[src/rtl/alu_wb_if.sv]
// Handshake and register-file write bundle between decode/control, the
// execute/writeback stage and the register file write port.
// master: issue side (start, op, operands, rd in; ready and write port out).
// slave:  the alu_wb_stage itself.
interface alu_wb_if #(
    parameter int WIDTH  = 8,
    parameter int ADDR_W = 3
);
    logic              start;
    logic [2:0]        op;
    logic [WIDTH-1:0]  rs1_val;
    logic [WIDTH-1:0]  rs2_val;
    logic [ADDR_W-1:0] rd;
    logic              ready;
    logic              wr_en;
    logic [ADDR_W-1:0] write_addr;
    logic [WIDTH-1:0]  write_val;
    logic              carry;
    logic              zero;

    modport master (
        output start, op, rs1_val, rs2_val, rd,
        input  ready, wr_en, write_addr, write_val, carry, zero
    );

    modport slave (
        input  start, op, rs1_val, rs2_val, rd,
        output ready, wr_en, write_addr, write_val, carry, zero
    );
endinterface

[src/rtl/alu_wb_stage.sv]
// Execute/writeback stage: single-cycle ALU ops or an iterative shift-add
// multiply, writing the result to the register file for exactly one cycle.
// Ports: clk, reset (async, active-high) and bus (alu_wb_if.slave): start/op/
//   rs1_val/rs2_val/rd in; ready, wr_en/write_addr/write_val, carry/zero out.
// Latency: ALU op write one cycle after accept, MUL/MULH after MUL_CYCLES+1.
// Backpressure: ready is high only in IDLE; start while busy is dropped.
// Option: define ALU_WB_R0_GUARD_EN to suppress wr_en for rd=0 (r0 read-only).
module alu_wb_stage #(
    parameter int WIDTH      = 8,
    parameter int ADDR_W     = 3,
    parameter int MUL_CYCLES = WIDTH
) (
    input  logic   clk,
    input  logic   reset,
    alu_wb_if.slave bus
);
    localparam int CNT_W = $clog2(MUL_CYCLES + 1);

    typedef enum logic [1:0] {
        ST_IDLE = 2'd0,
        ST_MUL  = 2'd1,
        ST_WB   = 2'd2
    } state_t;

    state_t              state_q;
    logic                wr_en_q;
    logic [ADDR_W-1:0]   write_addr_q;
    logic [WIDTH-1:0]    write_val_q;
    logic                carry_q;
    logic                zero_q;

    // Multiplier state: operands are latched so the issue side may change
    // its inputs freely while the multiply is in flight.
    logic                mulh_q;
    logic [ADDR_W-1:0]   rd_q;
    logic [WIDTH-1:0]    mplier_q;
    logic [WIDTH-1:0]    mcand_q;
    logic [2*WIDTH-1:0]  acc_q;
    logic [CNT_W-1:0]    cnt_q;

    logic [WIDTH-1:0]    alu_res_d;
    logic                alu_cry_d;
    logic [WIDTH:0]      sum_d;
    logic [WIDTH:0]      diff_d;
    logic [2*WIDTH-1:0]  acc_d;
    logic [WIDTH-1:0]    mul_res_d;
    logic                alu_wen_d;
    logic                mul_wen_d;

    always_comb begin
        sum_d     = {1'b0, bus.rs1_val} + {1'b0, bus.rs2_val};
        diff_d    = {1'b0, bus.rs1_val} - {1'b0, bus.rs2_val};
        alu_res_d = '0;
        alu_cry_d = 1'b0;
        case (bus.op)
            3'b000: begin alu_res_d = sum_d[WIDTH-1:0];  alu_cry_d = sum_d[WIDTH];  end
            // Borrow falls out as the extra top bit of the widened subtract.
            3'b001: begin alu_res_d = diff_d[WIDTH-1:0]; alu_cry_d = diff_d[WIDTH]; end
            3'b010: alu_res_d = bus.rs1_val & bus.rs2_val;
            3'b011: alu_res_d = bus.rs1_val ^ bus.rs2_val;
            3'b100: alu_res_d = bus.rs1_val << bus.rs2_val[2:0];
            3'b101: alu_res_d = bus.rs1_val >> bus.rs2_val[2:0];
            default: alu_res_d = '0;   // MUL/MULH handled by the iterative path
        endcase

        // Add the multiplicand aligned to the bit currently being examined.
        acc_d     = acc_q + (mplier_q[0] ? ({{WIDTH{1'b0}}, mcand_q} << cnt_q)
                                         : {2*WIDTH{1'b0}});
        mul_res_d = mulh_q ? acc_d[2*WIDTH-1:WIDTH] : acc_d[WIDTH-1:0];

`ifdef ALU_WB_R0_GUARD_EN
        alu_wen_d = (bus.rd != '0);
        mul_wen_d = (rd_q != '0);
`else
        alu_wen_d = 1'b1;
        mul_wen_d = 1'b1;
`endif
    end

    always_ff @(posedge clk or posedge reset) begin
        if (reset) begin
            state_q      <= ST_IDLE;
            wr_en_q      <= 1'b0;
            write_addr_q <= '0;
            write_val_q  <= '0;
            carry_q      <= 1'b0;
            zero_q       <= 1'b0;
            mulh_q       <= 1'b0;
            rd_q         <= '0;
            mplier_q     <= '0;
            mcand_q      <= '0;
            acc_q        <= '0;
            cnt_q        <= '0;
        end else begin
            case (state_q)
                ST_IDLE: begin
                    wr_en_q <= 1'b0;
                    if (bus.start) begin
                        mulh_q   <= bus.op[0];
                        rd_q     <= bus.rd;
                        mplier_q <= bus.rs1_val;
                        mcand_q  <= bus.rs2_val;
                        if (bus.op[2:1] == 2'b11) begin
                            acc_q   <= '0;
                            cnt_q   <= '0;
                            state_q <= ST_MUL;
                        end else begin
                            // Outputs are registered on entry to WB so they
                            // are valid throughout the WB cycle.
                            write_val_q  <= alu_res_d;
                            write_addr_q <= bus.rd;
                            carry_q      <= alu_cry_d;
                            zero_q       <= (alu_res_d == '0);
                            wr_en_q      <= alu_wen_d;
                            state_q      <= ST_WB;
                        end
                    end
                end
                ST_MUL: begin
                    acc_q    <= acc_d;
                    mplier_q <= mplier_q >> 1;
                    cnt_q    <= cnt_q + 1'b1;
                    // Final iteration result goes straight into the output
                    // registers, so WB follows the last iteration directly.
                    if (cnt_q == CNT_W'(MUL_CYCLES - 1)) begin
                        write_val_q  <= mul_res_d;
                        write_addr_q <= rd_q;
                        carry_q      <= 1'b0;
                        zero_q       <= (mul_res_d == '0);
                        wr_en_q      <= mul_wen_d;
                        state_q      <= ST_WB;
                    end
                end
                ST_WB: begin
                    wr_en_q <= 1'b0;
                    state_q <= ST_IDLE;
                end
                default: begin
                    wr_en_q <= 1'b0;
                    state_q <= ST_IDLE;
                end
            endcase
        end
    end

    assign bus.ready      = (state_q == ST_IDLE);
    assign bus.wr_en      = wr_en_q;
    assign bus.write_addr = write_addr_q;
    assign bus.write_val  = write_val_q;
    assign bus.carry      = carry_q;
    assign bus.zero       = zero_q;
endmodule

[src/flat_wrapper.sv]
// flat-port wrapper written by rule: the top's interface ports become plain ports
module alu_wb_stage_flat 
#(
    parameter int WIDTH      = 8,
    parameter int ADDR_W     = 3,
    parameter int MUL_CYCLES = WIDTH
)
  (clk, reset, bus_start, bus_op, bus_rs1_val, bus_rs2_val, bus_rd, bus_ready, bus_wr_en, bus_write_addr, bus_write_val, bus_carry, bus_zero);
  alu_wb_if #(.WIDTH(WIDTH), .ADDR_W(ADDR_W)) bus_i ();
  input  logic clk;
  input  logic reset;
  input wire logic [$bits(bus_i.start)-1:0] bus_start;
  input wire logic [$bits(bus_i.op)-1:0] bus_op;
  input wire logic [$bits(bus_i.rs1_val)-1:0] bus_rs1_val;
  input wire logic [$bits(bus_i.rs2_val)-1:0] bus_rs2_val;
  input wire logic [$bits(bus_i.rd)-1:0] bus_rd;
  output wire logic [$bits(bus_i.ready)-1:0] bus_ready;
  output wire logic [$bits(bus_i.wr_en)-1:0] bus_wr_en;
  output wire logic [$bits(bus_i.write_addr)-1:0] bus_write_addr;
  output wire logic [$bits(bus_i.write_val)-1:0] bus_write_val;
  output wire logic [$bits(bus_i.carry)-1:0] bus_carry;
  output wire logic [$bits(bus_i.zero)-1:0] bus_zero;
  assign bus_i.start = bus_start;
  assign bus_i.op = bus_op;
  assign bus_i.rs1_val = bus_rs1_val;
  assign bus_i.rs2_val = bus_rs2_val;
  assign bus_i.rd = bus_rd;
  assign bus_ready = bus_i.ready;
  assign bus_wr_en = bus_i.wr_en;
  assign bus_write_addr = bus_i.write_addr;
  assign bus_write_val = bus_i.write_val;
  assign bus_carry = bus_i.carry;
  assign bus_zero = bus_i.zero;
  alu_wb_stage #(.WIDTH(WIDTH), .ADDR_W(ADDR_W), .MUL_CYCLES(MUL_CYCLES)) u_core (.clk(clk), .reset(reset), .bus(bus_i));
endmodule
[config.mk]
export PLATFORM = sky130hd
export DESIGN_NAME = alu_wb_stage_flat
export DESIGN_NICKNAME = d
export VERILOG_FILES = /design/src/rtl/alu_wb_if.sv /design/src/rtl/alu_wb_stage.sv /design/src/flat_wrapper.sv
export SDC_FILE = /design/constraint.sdc
export NUM_CORES = 1
export LEC_CHECK = 0
export CAP_MARGIN = 20
export CORE_ASPECT_RATIO = 1.4
export CORE_MARGIN = 2
export CORE_UTILIZATION = 45
export DETAILED_ROUTE_END_ITERATION = 12
export GPL_TIMING_DRIVEN = 1
export MAX_ROUTING_LAYER = met4
export PLACE_DENSITY = 0.72
export SLEW_MARGIN = 10
export SYNTH_ARGS = -nofsm -noshare
export SYNTH_HDL_FRONTEND = slang
export SYNTH_SLANG_ARGS = --single-unit
[constraint.sdc]
create_clock -name clk -period 11.66 [get_ports clk]
set_input_delay 2.332 -clock clk [delete_from_list [all_inputs] [get_ports clk]]
set_output_delay 2.332 -clock clk [all_outputs]
set_load 0.1 [all_outputs]
# Yosys cells after proc, flatten, opt, wreduce, memory -nomap -nowiden
# Cells that the tools add are included.
[op_classes]
eq_ne = 12
shifts = 3
addsub = 4
bitwise_logic = 2
mux = 36
n_reduce_logical = 10
[op_table]
columns = ["cell", "n"]
rows = [
  ["2-to-1 mux 16 bit", 3],
  ["case mux 8 bit (6 select lines)", 1],
  ["2-to-1 mux 8 bit", 5],
  ["case mux 16 bit (2 select lines)", 1],
  ["case mux 8 bit (2 select lines)", 2],
  ["adder 16 bit", 1],
  ["logical NOT 8 bit", 2],
  ["<< shifter 8 x 4 -> 16 bit", 1],
  ["adder 8 x 8 -> 9 bit", 1],
  ["2-to-1 mux 1 bit", 9],
  ["2-to-1 mux 3 bit", 3],
  ["subtractor 8 x 8 -> 9 bit", 1],
  ["AND 8 bit", 1],
  ["2-to-1 mux 4 bit", 2],
  ["case mux 1 bit (2 select lines)", 4],
  ["case mux 4 bit (2 select lines)", 1],
  ["<< shifter 8 x 3 -> 8 bit", 1],
  ["right shift 8 x 3 -> 8 bit", 1],
  ["XOR 8 bit", 1],
  ["== test 3 x 2 -> 1 bit (second input constant)", 2],
  ["== test 3 bit (second input constant)", 2],
  ["2-to-1 mux 2 bit", 3],
  ["case mux 3 bit (2 select lines)", 1],
  ["AND reduction 2 bit", 3],
  ["13 further kinds", 15],
]
[totals]
inputBits = 25
out_inout_bits = 15
regBits = 56

# Logic depth before layout (Yosys ltp)
# Gate-level depths: netlist of the first run.
[logic_depth]
depth_word = 7
mapped_depth = 18
ltp_nobuf = 15

# Worst setup path before layout of the first run
# No wires, ideal clock.
[synth_timing]
path_kind = "input port to flip-flop"
from = "in bus_rs1_val[0]"
to = "reg u_core.zero_q (netlist: u_core.bus.zero)"
arrival_time_ns = 4.312
slack_ns = 7.229
required_time_ns = 11.540
cell_stages = 12
path_cell_list = "inv_1 ha_1 inv_1 fa_1 a211oi_1 nor3_1 a31o_2 or4_1 nand3_1 a211o_1 o31ai_1 a31o_1"
[synth_between]
elab_chain_len = 6
[synth_rtl]
columns = ["item", "line_no", "source"]
rows = [
  ["start: declaration", "flat_wrapper.sv:14", "input wire logic [$bits(bus_i.rs1_val)-1:0] bus_rs1_val;"],
  ["subtractor 8 x 8 -> 9 bit (tied with other cells)", "alu_wb_stage.sv:52", "diff_d = {1'b0, bus.rs1_val} - {1'b0, bus.rs2_val};"],
  ["case mux 8 bit (6 select lines) (*)", "alu_wb_stage.sv:55", "case (bus.op)"],
  ["logical NOT 8 bit (*)", "alu_wb_stage.sv:113", "zero_q <= (alu_res_d == '0);"],
  ["2-to-1 mux 1 bit (*)", "alu_wb_stage.sv:103", "if (bus.op[2:1] == 2'b11) begin"],
  ["2-to-1 mux 1 bit (*)", "alu_wb_stage.sv:98", "if (bus.start) begin"],
  ["case mux 1 bit (2 select lines) (*)", "alu_wb_stage.sv:95", "case (state_q)"],
  ["end signal: assignment", "alu_wb_stage.sv:113", ""],
  ["end signal: assignment", "alu_wb_stage.sv:129", "zero_q <= (mul_res_d == '0);"],
  ["end: declaration", "alu_wb_stage.sv:30", "logic zero_q;"],
]
# Every way passes the cells marked *; elsewhere a longest branch is shown, timed or not. The select of a mux whose other input is x is not followed.
# A chain may end at the register's enable or synchronous reset.

# Final worst setup path of the first run
[layout_timing]
from = "in bus_rs2_val[1]"
to = "reg u_core.zero_q (netlist: u_core.bus.zero)"
[layout_between]
elab_chain_len = 6
[layout_rtl]
columns = ["item", "line_no", "source"]
rows = [
  ["start: declaration", "flat_wrapper.sv:15", "input wire logic [$bits(bus_i.rs2_val)-1:0] bus_rs2_val;"],
  ["subtractor 8 x 8 -> 9 bit (tied with other cells)", "alu_wb_stage.sv:52", ""],
  ["case mux 8 bit (6 select lines) (*)", "alu_wb_stage.sv:55", ""],
  ["logical NOT 8 bit (*)", "alu_wb_stage.sv:113", ""],
  ["2-to-1 mux 1 bit (*)", "alu_wb_stage.sv:103", ""],
  ["2-to-1 mux 1 bit (*)", "alu_wb_stage.sv:98", ""],
  ["case mux 1 bit (2 select lines) (*)", "alu_wb_stage.sv:95", ""],
]
# Marks and branches as above.

==> reports/qor.yml, run 1 <==
worst_setup_path:
  worstPathMaxFanout: 23
  crit_type: "input pin to register"
  worstPathArrival_ns: 5.87
  worstPathRequired_ns: 11.85
  end_kind: "register"
  critPathLaunchType: "input pin"
timing:
  timing.final.crit_share: 0.487
  layout_min_cycle_time_ns: 5.68
  setup_viol: 0
  tns_ns: 0
  rsz0062_at_grt: "no"
  fmax_mhz: 176
  setup_ws_ns: 5.98
  worst_pin_slew_ns: 1.00
  slew_headroom: 0.329
  final_max_slew_viol_count: 0
  hold_viol_final: 0
  skew_ns: 0.00541
clock_network:
  cts.repair.resized: 0
  cts_tree: "done"
  cts_root_buf: "clkbuf_16"
  clk_pin_slew_ns: 0.07
  cts_sinks: 56
  cts_hold_buf: 0
  cts-htree-levels: 2
  post-cts-setup-buffer-count: 0
  worstSkewPairLatency_ns: 0.30
  cts.path.max_buffers: 2
  numCtsBuffers: 5
worst_hold_path:
  holdCritPathClass: "register to register"
power:
  power_frac_comb: 0.593
  power_switching_mw: 0.724
  p_leak_nw: 2.50
  switching_share: 0.512
  intPower_mw: 0.691
  power.total_mw: 1.41
  vdd_ir_drop_max_mv: 0.0960
  seqPwrFrac: 0.268
  pwr-share-clk: 0.139
  cellPowerDensity_nw_per_um2: 251
floorplan:
  rows: 45
  start_util: 0.461
  fp.dieW_um: 92.9
  coreArea_um2: 10800
  dieArea_um2: 11900
  pin_count: 40
  die_y_um: 128
placed_design:
  routabilityCongestion: 0.905
  hpwlAfterDp_um: 11500
  port-buffer-count: 39
  dp_slack_ns: 5.73
final_layout:
  utilization: 0.521
  area_growth_pct: 13.1
  layout_common_cells: "97 x nand2_1, 56 x dfrtp_1, 39 x clkdlybuf4s50_1"
  nets: 682
  final_common_cell: "nand2_1"
  diodes: 0
  drive_gt1_frac: 0.0611
job:
  cap_violations: 0
status:
  status: "finished, final reports clean"
logic_synthesis:
  syn-cell-area_um2: 4980
  syn-instance-count: 606
  async_flop_share: 1.00
  syn_nets: 667
  synth_edf_count: 0
  synth-seq-area-share: 0.281
  avgSynthCellArea_um2: 8.22
  ys_ff_latch: 56
  synth_top_flop_cell: "dfrtp_1"
  synth_cell_types: 72
  yosys_warnings: 0
route:
  vias: 4675
  routedWlPerCell_um: 19.3
  drc: 0
  dr.pass1.iters: 5
  drt-total-wl_um: 14700
  via_per_inst: 6.13
  antenna_left: 0
  drt_iter0_markers: 327
global_routing:
  antenna_found_initial: 0
  grt_pass1_vias: 4609
  overflow: 0
  grt_pass1_wl_um: 23500
  grtUsageTotal: 0.261
  grt_max_degree: 44
[routing by layer]
| metal | track usage | part of all wire | vias up |
|---|---|---|---|
| li1 | - | - | 2236 |
| met1 | 0.277 | 0.37 | 2218 |
| met2 | 0.468 | 0.53 | 169 |
| met3 | 0.0234 | 0.038 | 52 |
| met4 | 0.152 | 0.061 | 0 |
| met5 | - | 0 | - |
[power groups by stage]
| stage | registers [mW] | clock network (mW) | logic [mW] |
|---|---|---|---|
| 2_1_floorplan | 0.482 | 0 | 0.510 |
| 4_1_cts | 0.377 | 0.200 | 0.831 |
| 3_3_place_gp | 0.376 | 0 | 0.815 |
| 6_report | 0.379 | 0.197 | 0.838 |
| 3_5_place_dp | 0.381 | 0 | 0.825 |
| 5_1_grt | 0.390 | 0.208 | 0.907 |
[state kept, by name, summed over array words and instances (netlist names), 2 cells and up]
name	count
u_core.rd_q	3
u_core.mcand_q	8
u_core.mplier_q	8
u_core.bus.write_addr	3
u_core.cnt_q	4
u_core.state_q	2
u_core.acc_q	16
u_core.bus.write_val	8
[Yosys cell counts, drive strengths merged (11+ instances only)]
cell type  count  share of area
a21o          11          0.017
a21oi         28          0.029
clkbuf        30          0.023
dfrtp         56           0.28
ha            33          0.083
inv           28          0.021
mux2          11          0.026
mux2i         24          0.048
nand2         97          0.073
nor2          38          0.029
nor3          13          0.013
o21ai         43          0.043
o22ai         13          0.016
xnor2         14          0.026
[logic make-up after synthesis]
group,count (synthesis),synth area share
buffers and inverters,64,0.0505
flip-flops,56,0.281
multiplexers,41,0.101
AO/OA/AOI/OAI,175,0.235
AND/OR/NAND/NOR,213,0.199
adder cells (fa/ha/maj),36,0.0950
XOR/XNOR,21,0.0384
[layout make-up]
class                   instances  area [µm²]
multi-input cells             486        3330
clock buffers                   5         125
flip-flops and latches         56        1400
clock inverters                 3        68.8
fillers                      1024        5180
well taps                     141         176
inverters                      29         109
repair buffers                 43         420
[critical path, cell delays in order]
cell             delay [ns]
clkdlybuf4s50_1        1.09
inv_2                  0.24
ha_1                   0.39
nand2b_1               0.17
a2111oi_0              0.48
a221o_1                0.21
o41ai_1                0.09
a2111oi_0              0.41
nand2b_1               0.18
o31ai_1                0.09
a31o_1                 0.19
[through the flow]
stage	cell area, µm²	hold slack, ns	cells
detailed placement	5440	0.463	755
finish	5630	0.484	763
global route	5630	0.506	763
global placement	5440	0.458	755
floorplan	4980	0.446	606
CTS	5630	0.481	763
[path summary, 6_finish.rpt]
kind / start / end / slack (ns) / cells past startpoint
max in group asynchronous: reset / u_core.bus.carry / 8.49 / 3
worst min register to register: u_core.rd_q[1] / u_core.rd_q[1] / 0.48 / 2
worst min-delay path: u_core.rd_q[1] / u_core.rd_q[1] / 0.48 / 2
worst max register to register: u_core.cnt_q[1] / u_core.bus.zero / 7.32 / 13
worst max-delay path: bus_rs2_val[1] / u_core.bus.zero / 5.98 / 11
min in group asynchronous: reset / u_core.acc_q[14] / 2.30 / 2
Note: power is estimated with default switching activity, not from simulation.
==> run 2, diff against run 1 <==
--- a/config.mk
+++ b/config.mk
@@ -12,7 +12,7 @@
 export DETAILED_ROUTE_END_ITERATION = 12
 export GPL_TIMING_DRIVEN = 1
 export MAX_ROUTING_LAYER = met4
-export PLACE_DENSITY = 0.72
+export PLACE_DENSITY = 0.75
 export SLEW_MARGIN = 10
 export SYNTH_ARGS = -nofsm -noshare
 export SYNTH_HDL_FRONTEND = slang
==> constraint.sdc (replaced) <==
create_clock -name clk -period 4.8 [get_ports clk]
set_input_delay 0.96 -clock clk [delete_from_list [all_inputs] [get_ports clk]]
set_output_delay 0.96 -clock clk [all_outputs]
set_load 0.1 [all_outputs]
==> reports/qor.yml, run 2 (synthesized netlist as in run 1, its figures left out) <==
clock_network:
  worstSkewPairLatency_ns: 0.30  # about the same
  cts_tree: "done"  # unchanged
  cts-htree-levels: 2  # unchanged
  cts.path.max_buffers: 2  # unchanged
  clk_pin_slew_ns: 0.07  # about the same
  cts_sinks: 56  # unchanged
  post-cts-setup-buffer-count: 0  # unchanged
  cts.repair.resized: 0  # unchanged
  numCtsBuffers: 5  # unchanged
  cts_root_buf: "clkbuf_16"  # unchanged
  cts_hold_buf: 0  # unchanged
route:
  via_per_inst: 6.06  # was 6.13
  drt_iter0_markers: 304  # was 327
  routedWlPerCell_um: 18.2  # was 19.3 µm
  drt-total-wl_um: 14000  # was 14700 µm
  dr.pass1.iters: 5  # unchanged
  antenna_left: 0  # unchanged
  drc: 0  # unchanged
  vias: 4652  # was 4675
global_routing:
  grt_use_met3: 0.0316  # was 0.0234
  grt_pass1_vias: 4613  # was 4609
  top_usage_layer: "met2"  # unchanged
  grtUsageTotal: 0.250  # was 0.261
  grt_pass1_wl_um: 23000  # was 23500 µm
  grt_use_met2: 0.444  # was 0.468
  overflow: 0  # unchanged
  antenna_found_initial: 0  # unchanged
  use_met1: 0.276  # was 0.277
  grt_max_degree: 48  # was 44
final_layout:
  area_growth_pct: 13.2  # was 13.1%
  drive_gt1_frac: 0.0670  # was 0.0611
  nets: 687  # was 682
  layout_common_cells: "97 x nand2_1, 56 x dfrtp_1, 39 x clkdlybuf4s50_1"  # unchanged
  final_common_cell: "nand2_1"  # unchanged
  diodes: 0  # unchanged
  top_register: "u_core.acc_q"  # unchanged
  largest_register_ffs: 16  # unchanged
timing:
  setup_viol: 0  # unchanged
  final_max_slew_viol_count: 0  # unchanged
  timing.final.crit_share: 0.869
  hold_viol_final: 0  # unchanged
  skew_ns: 0.0115  # was 0.00541 ns
  worst_pin_slew_ns: 0.975  # was 1.00 ns
  tns_ns: 0  # unchanged
  slew_headroom: 0.348  # was 0.329
  fmax_mhz: 240
  rsz0062_at_grt: "no"  # unchanged
  layout_min_cycle_time_ns: 4.17
  hold_ws_ns: 0.475  # was 0.484 ns
worst_setup_path:
  reg2reg_slack_ns: 0.63  # was 7.32 ns
  worstPathMaxFanout: 16  # was 23
  critPathMostFrequentCell: "o21ai_0"
  critPathLaunchType: "register"  # was input pin
  worst-path-buf-inv: 0  # was 2
  end_kind: "register"  # unchanged
  worstReg2RegEnd: "u_core.bus.zero"  # unchanged
  worstPathRequired_ns: 5.00  # was 11.85 ns
  cpPeakStageDelay_ns: 0.71  # was 1.09 ns
  crit_type: "register to register"  # was input pin to register
  critPathSlowestCell: "dfrtp_1"  # was clkdlybuf4s50_1
  worstPathCellList: "mux2_2, o21ai_0, o21ai_0, nor2b_1, ha_1, and3_1, a221oi_1, nand2_1, a311oi_1, xor2_1, mux2_1, and3b_1, a31o_1"  # was clkdlybuf4s50_1, inv_2, ha_1, nand2b_1, a2111oi_0, a221o_1, o41ai_1, a2111oi_0, nand2b_1, o31ai_1, a31o_1
  r2r_start: "u_core.cnt_q[1]"  # unchanged
  cp_top_family: "compound AO/OA/AOI/OAI gates"  # unchanged
  r2r_cells: 13  # unchanged
  worstPathArrival_ns: 4.37  # was 5.87 ns
floorplan:
  start_util: 0.461  # unchanged
  rows: 45  # unchanged
  dieArea_um2: 11900  # unchanged
  pin_count: 40  # unchanged
  coreArea_um2: 10800  # unchanged
  fp.dieW_um: 92.9  # unchanged
  die_y_um: 128  # unchanged
placed_design:
  hpwlAfterDp_um: 10900  # was 11500 µm
  port-buffer-count: 39  # unchanged
  routabilityCongestion: 0.964  # was 0.905
worst_hold_path:
  hold_start: "u_core.rd_q[1]"  # unchanged
  holdCritPathClass: "register to register"  # unchanged
  hold_path_end: "u_core.rd_q[1]"  # unchanged
  whs_path_depth: 2  # unchanged
power:
  cellPowerDensity_nw_per_um2: 596  # was 251 nW/µm²
  p_leak_nw: 2.51  # was 2.50 nW
  vdd_ir_drop_max_mv: 0.261  # was 0.0960 mV
status:
  status: "finished, final reports clean"  # unchanged
job:
  cap_violations: 0  # unchanged
## run 2: cell count changes in the layout (fill, tap and decap cells not counted)
cell,before,now
clkinv_2,0,1
inv_6,1,0
clkbuf_1,0,1
bufinv_16,2,1
buf_4,4,9
## run 2: worst reg2reg max path: stages, from the launching register on
cell	delay, ns
dfrtp_1	0.71
mux2_2	0.42
o21ai_0	0.23
o21ai_0	0.14
nor2b_1	0.17
ha_1	0.34
and3_1	0.18
a221oi_1	0.50
nand2_1	0.16
a311oi_1	0.36
xor2_1	0.14
mux2_1	0.33
and3b_1	0.19
a31o_1	0.21
## run 2: area by class of cell
cell class,count,area (µm²)
Fill cell,1055,5170
Multi-Input combinational cell,486,3330
Sequential cell,56,1400
Timing Repair Buffer,48,458
Tap cell,141,176
Clock buffer,6,129
Inverter,29,109
Clock inverter,2,35.0
## run 2: per-layer routing
layer,vias up,routed length [µm],share of wire
li1,2240,-,-
met1,2190,5300,0.38
met2,181,7310,0.52
met3,41,677,0.048
met4,0,714,0.051
met5,-,0,0
## run 2: stage by stage
| stage | util | power (mW) | worst slack (ns) | std cells | cell area (µm²) |
|---|---|---|---|---|---|
| 2_1_floorplan | - | 2.41 | 1.03 | 606 | 4980 |
| 3_3_place_gp | 0.506 | 2.89 | 0.709 | 760 | 5480 |
| 3_5_place_dp | 0.506 | 2.93 | 0.654 | 760 | 5480 |
| 4_1_cts | 0.522 | 3.36 | 0.634 | 768 | 5640 |
| 5_1_grt | 0.522 | 3.60 | 0.390 | 768 | 5640 |
| 6_report | 0.522 | 3.36 | 0.627 | 768 | 5640 |
## run 2: report_power, final
part           switching [mW]  internal (mW)  total [mW]
registers               0.228          0.674       0.903
clock network           0.169          0.246       0.415
logic                    1.33          0.709        2.04
total                    1.73           1.63        3.36
## run 2: how the worst max path moves through the flow
stage / slack [ns] / start / depth (start not counted) / to
after floorplan: 1.03 / u_core.cnt_q[1] / 15 / u_core.bus.zero
final: 0.63 / u_core.cnt_q[1] / 13 / u_core.bus.zero
after CTS: 0.63 / u_core.cnt_q[1] / 13 / u_core.bus.zero
after global placement: 0.71 / u_core.cnt_q[1] / 13 / u_core.bus.zero
after detailed placement: 0.65 / u_core.cnt_q[1] / 13 / u_core.bus.zero
after global routing: 0.39 / u_core.cnt_q[1] / 13 / u_core.bus.zero
==> run 3, diff against run 2 <==
--- a/config.mk
+++ b/config.mk
@@ -9,10 +9,12 @@
 export CORE_ASPECT_RATIO = 1.4
 export CORE_MARGIN = 2
 export CORE_UTILIZATION = 45
+export CTS_CLUSTER_SIZE = 10
 export DETAILED_ROUTE_END_ITERATION = 12
 export GPL_TIMING_DRIVEN = 1
 export MAX_ROUTING_LAYER = met4
-export PLACE_DENSITY = 0.75
+export PLACE_DENSITY = 0.67
+export SETUP_SLACK_MARGIN = 0.2
 export SLEW_MARGIN = 10
 export SYNTH_ARGS = -nofsm -noshare
 export SYNTH_HDL_FRONTEND = slang
==> reports/qor.yml, run 3 (synthesized netlist as in run 1, its figures left out) <==
floorplan:
  fp.dieW_um: 92.9  # unchanged
  die_y_um: 128  # unchanged
  rows: 45  # unchanged
  dieArea_um2: 11900  # unchanged
  start_util: 0.461  # unchanged
  pin_count: 40  # unchanged
  coreArea_um2: 10800  # unchanged
timing:
  rsz0062_at_grt: "no"  # unchanged
  worst_pin_slew_ns: 0.970  # was 0.975 ns
  skew_ns: 0.00859  # was 0.0115 ns
  slew_headroom: 0.351  # was 0.348
  timing.final.crit_share: 0.873  # was 0.869
  fmax_mhz: 239  # was 240 MHz
  hold_viol_final: 0  # unchanged
  setup_viol: 0  # unchanged
  tns_ns: 0  # unchanged
  final_max_slew_viol_count: 0  # unchanged
  layout_min_cycle_time_ns: 4.19  # was 4.17 ns
worst_setup_path:
  r2r_cells: 13  # unchanged
  endpoint: "u_core.bus.zero"  # unchanged
  reg2reg_slack_ns: 0.61  # was 0.63 ns
  r2r_start: "u_core.cnt_q[1]"  # unchanged
  worstPathRequired_ns: 4.99  # was 5.00 ns
  end_kind: "register"  # unchanged
  critPathLaunchType: "register"  # unchanged
  crit_type: "register to register"  # unchanged
  worstReg2RegEnd: "u_core.bus.zero"  # unchanged
  worstPathMaxFanout: 16  # unchanged
  cp-startpoint: "u_core.cnt_q[1]"  # unchanged
  worstPathArrival_ns: 4.38  # was 4.37 ns
route:
  vias: 4703  # was 4652
  routedWlPerCell_um: 18.4  # was 18.2 µm
  drc: 0  # unchanged
  via_per_inst: 6.12  # was 6.06
  drt-total-wl_um: 14200  # was 14000 µm
  drt_iter0_markers: 245  # was 304
  dr.pass1.iters: 5  # unchanged
  antenna_left: 0  # unchanged
clock_network:
  numCtsBuffers: 5  # unchanged
  cts.path.max_buffers: 2  # unchanged
  cts_hold_buf: 0  # unchanged
  cts-htree-levels: 2  # unchanged
  worstSkewPairLatency_ns: 0.30  # about the same
  cts.repair.resized: 0  # unchanged
  cts_root_buf: "clkbuf_16"  # unchanged
  cts_sinks: 56  # unchanged
  clk_pin_slew_ns: 0.08  # was 0.07 ns
  cts_tree: "done"  # unchanged
  post-cts-setup-buffer-count: 0  # unchanged
global_routing:
  use_met1: 0.281  # was 0.276
  grt_max_degree: 39  # was 48
  grt_pass1_wl_um: 23000  # about the same
  grt_pass1_vias: 4577  # was 4613
  grt_use_met3: 0.0176  # was 0.0316
  grtUsageTotal: 0.250  # about the same
  grt_use_met2: 0.448  # was 0.444
  top_usage_layer: "met2"  # unchanged
  overflow: 0  # unchanged
  antenna_found_initial: 0  # unchanged
power:
  pwr-share-clk: 0.114  # was 0.123
  power_frac_comb: 0.616  # was 0.608
  seqPwrFrac: 0.270  # was 0.269
  power_switching_mw: 1.75  # was 1.73 mW
  switching_share: 0.525  # was 0.515
  vdd_ir_drop_max_mv: 0.275  # was 0.261 mV
  power.total_mw: 3.33  # was 3.36 mW
  intPower_mw: 1.58  # was 1.63 mW
  p_leak_nw: 2.50  # was 2.51 nW
  cellPowerDensity_nw_per_um2: 591  # was 596 nW/µm²
final_layout:
  drive_gt1_frac: 0.0701  # was 0.0670
  final_cell_area_um2: 5630  # was 5640 µm²
  nets: 688  # was 687
  diodes: 0  # unchanged
  layout_common_cells: "97 x nand2_1, 56 x dfrtp_1, 39 x clkdlybuf4s50_1"  # unchanged
  area_growth_pct: 13.1  # was 13.2%
  top_register: "u_core.acc_q"  # unchanged
  final_common_cell: "nand2_1"  # unchanged
  largest_register_ffs: 16  # unchanged
  nFillCells: 1027  # was 1055
placed_design:
  routabilityCongestion: 0.930  # was 0.964
  place_area_um2: 5480  # about the same
  hpwlAfterDp_um: 10900  # about the same
  port-buffer-count: 39  # unchanged
status:
  status: "finished, final reports clean"  # unchanged
job:
  cap_violations: 0  # unchanged
worst_hold_path:
  holdCritPathClass: "register to register"  # unchanged
## run 3: how the worst min path moves through the flow
| stage | from | endpoint | slack, ns | cells after the start |
|---|---|---|---|---|
| final | u_core.mplier_q[3] | u_core.mplier_q[3] | 0.48 | 2 |
| after global routing | u_core.rd_q[1] | u_core.rd_q[1] | 0.51 | 2 |
| after CTS | u_core.rd_q[1] | u_core.rd_q[1] | 0.48 | 2 |
| after detailed placement | u_core.rd_q[1] | u_core.rd_q[1] | 0.47 | 2 |
| after global placement | u_core.rd_q[0] | u_core.rd_q[0] | 0.46 | 2 |
| after floorplan | u_core.rd_q[0] | u_core.rd_q[0] | 0.45 | 2 |
## run 3: critical path: stages, from the launching register on
cell and delay (ns):
dfrtp_1 0.70, mux2_2 0.41, o21ai_0 0.21, o21ai_0 0.15, nor2b_1 0.17, ha_1 0.35, and3_1 0.19, a221oi_1 0.53
nand2_1 0.15, a311oi_1 0.36, xor2_1 0.13, mux2_1 0.33, and3b_1 0.19, a31o_1 0.20
## run 3: per-stage QoR
stage / hold WS [ns] / setup slack (ns) / utilization / cells
after global placement: 0.460 / 0.772 / 0.507 / 761
after detailed placement: 0.466 / 0.762 / 0.507 / 761
after global routing: 0.513 / 0.329 / 0.521 / 769
final: 0.482 / 0.608 / 0.521 / 769
after CTS: 0.484 / 0.732 / 0.521 / 769
after floorplan: 0.446 / 1.03 / - / 606
## run 3: final cells by class
| type | count | area, µm² | share of cell area |
|---|---|---|---|
| clock inverters | 3 | 23.8 | 0.00422 |
| flip-flops and latches | 56 | 1400 | 0.249 |
| multi-input cells | 486 | 3330 | 0.591 |
| clock buffers | 5 | 125 | 0.0222 |
| repair buffers | 49 | 465 | 0.0826 |
| well taps | 141 | 176 | 0.0313 |
| inverters | 29 | 109 | 0.0193 |
## run 3: power groups by stage
stage / logic, mW / clock network (mW) / registers (mW)
finish: 2.05 / 0.379 / 0.901
global route: 2.21 / 0.402 / 0.935
CTS: 2.04 / 0.383 / 0.897
detailed placement: 2.03 / 0 / 0.904
global placement: 2.00 / 0 / 0.896
floorplan: 1.24 / 0 / 1.17
## run 3: layer usage
layer | part of all wire | wire length (µm)
met2 | 0.52 | 7420
met3 | 0.038 | 540
met5 | 0 | 0
met1 | 0.39 | 5600
met4 | 0.043 | 616
